File: src/rtl/pipe_pkg.sv
// Shared definitions for pipeline stage registers: field widths, field offsets
// inside the control and payload vectors, and the skid stage occupancy encoding.
package pipe_pkg;

    localparam int CTRL_W_DEF    = 8;
    localparam int PAYLOAD_W_DEF = 122;
    localparam int CNT_W_DEF     = 32;

    // Control field: W[1:0] | M[1:0] | E[3:0]
    localparam int CTRL_E_LSB = 0;
    localparam int CTRL_M_LSB = 4;
    localparam int CTRL_W_LSB = 6;

    // Payload: rd1 | rd2 | immed | funct | shamt | rs | rt | rd
    localparam int PL_RD_LSB    = 0;
    localparam int PL_RT_LSB    = 5;
    localparam int PL_RS_LSB    = 10;
    localparam int PL_SHAMT_LSB = 15;
    localparam int PL_FUNCT_LSB = 20;
    localparam int PL_IMMED_LSB = 26;
    localparam int PL_RD2_LSB   = 58;
    localparam int PL_RD1_LSB   = 90;

    // Encoding is {main_valid, skid_valid}; 2'b01 is unreachable.
    typedef enum logic [1:0] {
        EMPTY = 2'b00,
        ONE   = 2'b10,
        FULL  = 2'b11
    } stage_state_e;

endpackage

File: src/rtl/sat_counter.sv
// Saturating up-counter: increments on i_inc, sticks at all-ones, clears on rst.
module sat_counter #(
    parameter int CNT_W = 32
) (
    input  logic             clk,
    input  logic             rst,
    input  logic             i_inc,
    output logic [CNT_W-1:0] o_cnt
);

    logic [CNT_W-1:0] r_cnt;

    // Count register with saturation at all-ones
    always_ff @(posedge clk) begin
        if (rst) begin
            r_cnt <= {CNT_W{1'b0}};
        end else if (i_inc && (r_cnt != {CNT_W{1'b1}})) begin
            r_cnt <= r_cnt + {{(CNT_W-1){1'b0}}, 1'b1};
        end else begin
            r_cnt <= r_cnt;
        end
    end

    assign o_cnt = r_cnt;

endmodule

File: src/rtl/pipe_stage_skid.sv
// Ready/valid stage register with a 2-entry (main + skid) buffer and flush.
// Optional perf counters (stall_cnt, bubble_cnt) when STAGE_PERF_CNT_EN is defined.
module pipe_stage_skid
    import pipe_pkg::*;
#(
    parameter int CTRL_W    = CTRL_W_DEF,
    parameter int PAYLOAD_W = PAYLOAD_W_DEF
`ifdef STAGE_PERF_CNT_EN
    ,
    parameter int CNT_W     = CNT_W_DEF
`endif
) (
    input  logic                 clk,
    input  logic                 rst,
`ifdef STAGE_PERF_CNT_EN
    output logic [CNT_W-1:0]     stall_cnt,
    output logic [CNT_W-1:0]     bubble_cnt,
`endif
    input  logic                 flush,
    input  logic                 in_valid,
    output logic                 in_ready,
    input  logic [CTRL_W-1:0]    in_ctrl,
    input  logic [PAYLOAD_W-1:0] in_data,
    output logic                 out_valid,
    input  logic                 out_ready,
    output logic [CTRL_W-1:0]    out_ctrl,
    output logic [PAYLOAD_W-1:0] out_data
);

    stage_state_e           r_state;
    stage_state_e           w_state_nxt;
    logic [CTRL_W-1:0]      r_main_ctrl;
    logic [CTRL_W-1:0]      r_skid_ctrl;
    logic [PAYLOAD_W-1:0]   r_main_data;
    logic [PAYLOAD_W-1:0]   r_skid_data;
    logic                   w_main_valid;
    logic                   w_skid_valid;
    logic                   w_accept;
    logic                   w_drain;
    logic                   w_load_main_in;
    logic                   w_load_main_skid;
    logic                   w_load_skid;

    assign w_main_valid = (r_state == ONE) || (r_state == FULL);
    assign w_skid_valid = (r_state == FULL);
    assign in_ready     = !w_skid_valid && !rst;
    assign w_accept     = in_valid && in_ready;
    assign w_drain      = w_main_valid && out_ready;

    assign out_valid    = w_main_valid;
    assign out_ctrl     = w_main_valid ? r_main_ctrl : {CTRL_W{1'b0}};
    assign out_data     = r_main_data;

    // Occupancy register
    always_ff @(posedge clk) begin
        if (rst) begin
            r_state <= EMPTY;
        end else begin
            r_state <= w_state_nxt;
        end
    end

    // Next occupancy and datapath load selects; flush wins over any transfer
    always_comb begin
        w_state_nxt      = r_state;
        w_load_main_in   = 1'b0;
        w_load_main_skid = 1'b0;
        w_load_skid      = 1'b0;
        if (flush) begin
            w_state_nxt = EMPTY;
        end else begin
            case (r_state)
                EMPTY: begin
                    if (w_accept) begin
                        w_state_nxt    = ONE;
                        w_load_main_in = 1'b1;
                    end else begin
                        w_state_nxt = EMPTY;
                    end
                end
                ONE: begin
                    if (w_accept && w_drain) begin
                        w_state_nxt    = ONE;
                        w_load_main_in = 1'b1;
                    end else if (w_accept) begin
                        w_state_nxt = FULL;
                        w_load_skid = 1'b1;
                    end else if (w_drain) begin
                        w_state_nxt = EMPTY;
                    end else begin
                        w_state_nxt = ONE;
                    end
                end
                FULL: begin
                    if (w_drain) begin
                        w_state_nxt      = ONE;
                        w_load_main_skid = 1'b1;
                    end else begin
                        w_state_nxt = FULL;
                    end
                end
                default: begin
                    w_state_nxt = EMPTY;
                end
            endcase
        end
    end

    // Main and skid entry registers; ctrl always moves with its payload
    always_ff @(posedge clk) begin
        if (rst) begin
            r_main_ctrl <= {CTRL_W{1'b0}};
            r_main_data <= {PAYLOAD_W{1'b0}};
            r_skid_ctrl <= {CTRL_W{1'b0}};
            r_skid_data <= {PAYLOAD_W{1'b0}};
        end else begin
            if (w_load_main_in) begin
                r_main_ctrl <= in_ctrl;
                r_main_data <= in_data;
            end else if (w_load_main_skid) begin
                r_main_ctrl <= r_skid_ctrl;
                r_main_data <= r_skid_data;
            end else begin
                r_main_ctrl <= r_main_ctrl;
                r_main_data <= r_main_data;
            end
            if (w_load_skid) begin
                r_skid_ctrl <= in_ctrl;
                r_skid_data <= in_data;
            end else begin
                r_skid_ctrl <= r_skid_ctrl;
                r_skid_data <= r_skid_data;
            end
        end
    end

`ifdef STAGE_PERF_CNT_EN
    sat_counter #(.CNT_W(CNT_W)) u_stall_cnt (
        .clk   (clk),
        .rst   (rst),
        .i_inc (w_main_valid && !out_ready),
        .o_cnt (stall_cnt)
    );

    sat_counter #(.CNT_W(CNT_W)) u_bubble_cnt (
        .clk   (clk),
        .rst   (rst),
        .i_inc (!w_main_valid),
        .o_cnt (bubble_cnt)
    );
`endif

endmodule

File: config.mk
export PLATFORM = sky130hd
export DESIGN_NAME = pipe_stage_skid
export DESIGN_NICKNAME = d
export VERILOG_FILES = /design/src/rtl/pipe_pkg.sv /design/src/rtl/sat_counter.sv /design/src/rtl/pipe_stage_skid.sv
export SDC_FILE = /design/constraint.sdc
export NUM_CORES = 1
export LEC_CHECK = 0
export BUFFER_PORTS_ARGS = -buffer_cell sky130_fd_sc_hd__buf_2
export CAP_MARGIN = 5
export CORE_AREA = 5 5 140 142
export CTS_CLUSTER_SIZE = 25
export DETAILED_ROUTE_END_ITERATION = 16
export DIE_AREA = 0 0 145 147
export PLACE_DENSITY = 0.89
export SYNTH_ARGS = -nofsm -noshare
export SYNTH_HDL_FRONTEND = slang
export SYNTH_HIERARCHICAL = 1
export SYNTH_SLANG_ARGS = --single-unit
File: constraint.sdc
create_clock -name clk -period 2.35 [get_ports clk]
set_input_delay 0.47 -clock clk [delete_from_list [all_inputs] [get_ports clk]]
set_output_delay 0.47 -clock clk [all_outputs]
set_load 0.1 [all_outputs]
* After elaboration in Yosys (flattened, before gate mapping) *
Cells that the tools add are included.

cells by class
  add/sub/neg operators = 0
  multiply operators = 0
  divide/modulo/power cells = 0
  order comparisons = 0
  equality and inequality tests = 2
  shift-type cells = 0
  muxes and demuxes = 21
  bitwise gates (word level) = 0
  reduce and logical (&&, ||, !) cells = 10

operator list
  cell                                         number
  two-way mux 122 bit                          2
  two-way mux 8 bit                            3
  two-way mux 1 bit                            10
  two-way mux 2 bit                            4
  case mux 2 bit (3 select lines)              1
  equality test 2 bit (second input constant)  2
  logical AND 1 bit                            4
  zero test 1 bit                              2
  zero test 2 bit                              1
  case mux 1 bit (2 select lines)              1
  nonzero test 2 bit                           1
  OR reduction 2 bit                           1
  logical OR 1 bit                             1

word-level totals
  bits in registers = 262
  bits in latches = 0
  bits in writable memories = 0
  memory bits (read-only) = 0
  output and inout port bits = 132
  memories = 0

* Longest topological paths before layout *
  depth in word-level cells = 9
  mapped depth = 7

* Worst setup path after synthesis *
OpenSTA, ideal clock, no wires.

  path type = input-to-output
  start point = input port rst
  end point = output port in_ready
  arrival time = 2459 ps
  data required time = 1880 ps
  path slack = -579 ps
  cell stages on the path = 4
  buffers on the path = 3
  path through = buf_6 > clkbuf_1 > clkbuf_1 > a21oi_1

between the ends
  longest elaborated chain between the ends = 2

ends and longest elaborated chain
  item               line                   source
  from (decl)        pipe_stage_skid.sv:14  input logic rst,
  zero test 1 bit    pipe_stage_skid.sv:46  assign in_ready = !w_skid_valid && !rst;
  logical AND 1 bit  pipe_stage_skid.sv:46
  to (decl)          pipe_stage_skid.sv:21  output logic in_ready,

Every way passes these cells.

* Final worst setup path *
  start point = register r_state[1]
  end point = output port out_ctrl[5]

between the ends
  longest elaborated chain between the ends = 3
  elaborated cells between the ends (all ways) = 4
  those cells by class = eq/ne (2); mux (1); reduce/logical (1)

ends and longest elaborated chain
  item                    line                   source
  from (decl)             pipe_stage_skid.sv:30  stage_state_e r_state;
  from (signal assigned)  pipe_stage_skid.sv:59  r_state <= w_state_nxt;
  equality test 2 bit     pipe_stage_skid.sv:44  assign w_main_valid = (r_state == ONE) || (r_state == FULL);
  logical OR 1 bit *      pipe_stage_skid.sv:44
  two-way mux 8 bit *     pipe_stage_skid.sv:51  assign out_ctrl = w_main_valid ? r_main_ctrl : {CTRL_W{1'b0}};
  to (decl)               pipe_stage_skid.sv:26  output logic [CTRL_W-1:0] out_ctrl,

Mark *: on every way between the ends. The rest lies on a longest branch, timed or not.

==> flow_metrics.py <==
metrics = {
    "run_status": {
        "status": "finished, final reports clean",
    },
    "clock_tree": {
        "cts_tree": "yes",
        "cts_root_buf": "clkbuf_16",
        "htree_levels": 1,
        "clk_pin_slew_ns": 0.06,
        "clock_sinks": 262,
        "cts_buffer_depth": 3,
        "numCtsBuffers": 26,
        "post_cts_buffers": 0,
        "insertion_delay_ns": 0.52,
    },
    "drt": {
        "vias": 9505,
        "vias_per_cell": 6.32,
        "drc_errors": 0,
        "routedWlPerCell_um": 18.6,
        "drt_wl_total_mm": 28.0,
        "ant_nets": 0,
        "dr.pass1.iters": 5,
        "drt_iter0_drc": 889,
    },
    "floorplan": {
        "ioPinCount": 267,
        "die_x_um": 145,
        "die_y_um": 147,
        "core_area_um2": 18300,
        "dieArea_um2": 21300,
        "fp-row-count": 50,
        "start_util_pct": 55.5,
    },
    "finish": {
        "multi_input_area_um2": 4270,
        "fillers": 1414,
        "final_net_count": 1383,
        "drive_gt1_share_pct": 26.3,
        "fin_cells": 1504,
        "regArea_um2": 5250,
        "layout_common_cells": "buf_2 (265), dfxtp_1 (261), and3_1 (131), a21oi_1 (131)",
        "synthToLayoutAreaGrowth_pct": 20.9,
        "final_common_cell": "buf_2",
    },
    "critical_path": {
        "startpoint_type": "flop",
        "end_kind": "output port",
        "path_class": "flop to output port",
        "cp.arrival_ns": 1.69,
        "cp.required_ns": 1.88,
        "path_cells": "and2_1, buf_2",
        "cp_slowest_cell": "dfxtp_2",
        "cpPeakStageDelay_ns": 0.52,
        "cp_max_fo": 15,
    },
    "placement": {
        "pre_cts_ws_ns": 0.418,
        "dp_hpwl_mm": 16.6,
        "gp_congestion": 0.796,
        "dpl.cell_count": 1454,
        "port_buffers": 266,
    },
    "sta": {
        "finalSetupViolations": 0,
        "finalCritPeriodShare_pct": 91.7,
        "max_freq_mhz": 464,
        "rsz0062_at_grt": "false",
        "finalHoldViolations": 0,
        "relSlewSlack_pct": 49.5,
        "fin_tns_setup_ns": 0,
        "fin_ws_ns": 0.195,
        "whs_ns": 0.208,
        "fin_skew_ns": 0.0127,
        "maxSlewViolCount": 0,
        "tightest_slew_ns": 0.758,
        "final.min_clock_period_ns": 2.16,
    },
    "yosys": {
        "ys_types": 23,
        "syn-instance-count": 1068,
        "syn_avg_cell_area_um2": 9.53,
        "synth.net_count": 1203,
        "synth_seq_cells": 262,
        "yosys_warnings": 6,
        "yosysSeqAreaShare_pct": 51.5,
        "synthesis.area_um2": 10200,
    },
    "grt": {
        "grt_pass1_wl_mm": 45.2,
        "grt_max_degree": 137,
        "grt_pass1_vias": 8993,
        "grt-ovfl-total": 0,
        "grt_antenna_before_repair": 3,
        "grt_usage_pct": 24.4,
    },
    "pwr": {
        "p_total_mw": 10.2,
        "vdd_ir_drop_max_mv": 0.670,
        "p_leak_nw": 5.45,
        "power_density_nw_per_um2": 832,
    },
    "job": {
        "cap_violations": 0,
    },
    "hold_path": {
        "hold_class": "input pin to flop",
    },
}
==> registers in the layout, summed over array words and instances, names as in the netlist <==
| name | cells |
|---|---|
| r_skid_data | 122 |
| r_skid_ctrl | 8 |
| r_state | 2 |
| r_main_ctrl | 8 |
| out_data | 122 |
==> kinds of logic after synthesis <==
| family | share of synthesized area [%] |
|---|---|
| flops | 51.5 |
| buf+inv | 6.76 |
| compound gates | 25.8 |
| simple gates | 15.9 |
==> per-layer routing <==
metal	wire, um	global-route usage [%]	part of all wire [%]	vias to the layer above
met5	0	0	0	-
met2	13800	40.2	49	457
met3	2630	5.64	9.4	60
met1	10800	31.5	39	4572
li1	-	-	-	4416
met4	792	9.09	2.8	0
==> cell type report <==
type                    count  area share, %
repair buffers            284           13.2
clock inverters             7          0.549
multi-input cells         673           34.7
flip-flops and latches    262           42.6
well taps                 234           2.38
clock buffers              40           6.46
diodes                      3         0.0610
inverters                   1         0.0305
==> timing repair <==
| action | CTS | global route |
|---|---|---|
| endpoints found under the setup margin | 4 | 0 |
| hold buffers | 0 | 0 |
| gates resized for setup | 1 | 0 |
==> cell usage after synthesis <==
master	n	area share (%)
and2_1	8	0.49
buf_8	1	0.15
dfxtp_1	262	52
and4_1	1	0.086
buf_4	2	0.15
clkbuf_1	63	2.3
and3_1	131	8.1
inv_1	1	0.037
or4b_4	1	0.14
nor2b_1	2	0.12
buf_6	16	1.8
nor3_1	1	0.049
buf_1	10	0.37
nand3_1	130	6.4
buf_2	40	2.0
or2_1	1	0.062
nor2_1	1	0.037
nor4b_4	1	0.23
a41oi_2	1	0.16
nand2b_1	3	0.18
a21oi_1	132	6.5
a221o_1	130	13
o21ai_1	130	6.4
==> where the power goes <==
part	internal, mW	switching, mW	total (mW)
clock	2.43	1.69	4.12
combinational	0.314	1.16	1.47
sequential	4.56	0.0784	4.64
total	7.31	2.92	10.2
==> worst max-delay path: cells and delay by family (launching register included) <==
family                 cells  cell delay, ns
flip-flops                 1            0.52
AND/OR/NAND/NOR            1            0.21
buffers and inverters      1            0.44
==> path summary, 6_finish.rpt <==
path | end | start | slack, ns | cells after the start
worst min-delay path | r_skid_data[103]$_SDFFE_PP0P_ | in_data[103] | 0.21 | 3
worst max-delay path | out_ctrl[5] | r_state[1]$_SDFF_PP0_ | 0.19 | 2
worst min register to register | out_data[54]$_SDFFE_PP0P_ | r_skid_data[54]$_SDFFE_PP0P_ | 0.47 | 1
worst max register to register | out_data[66]$_SDFFE_PP0P_ | r_state[0]$_SDFF_PP0_ | 0.57 | 4
==> per-stage QoR <==
step	instance area, um^2	utilization, %
after floorplan	10200	-
after global placement	11400	62.4
after detailed placement	11400	62.4
after CTS	12300	67.1
after global routing	12300	67.1
final	12300	67.1
No activity file was read; power rests on OpenSTA's default activity.
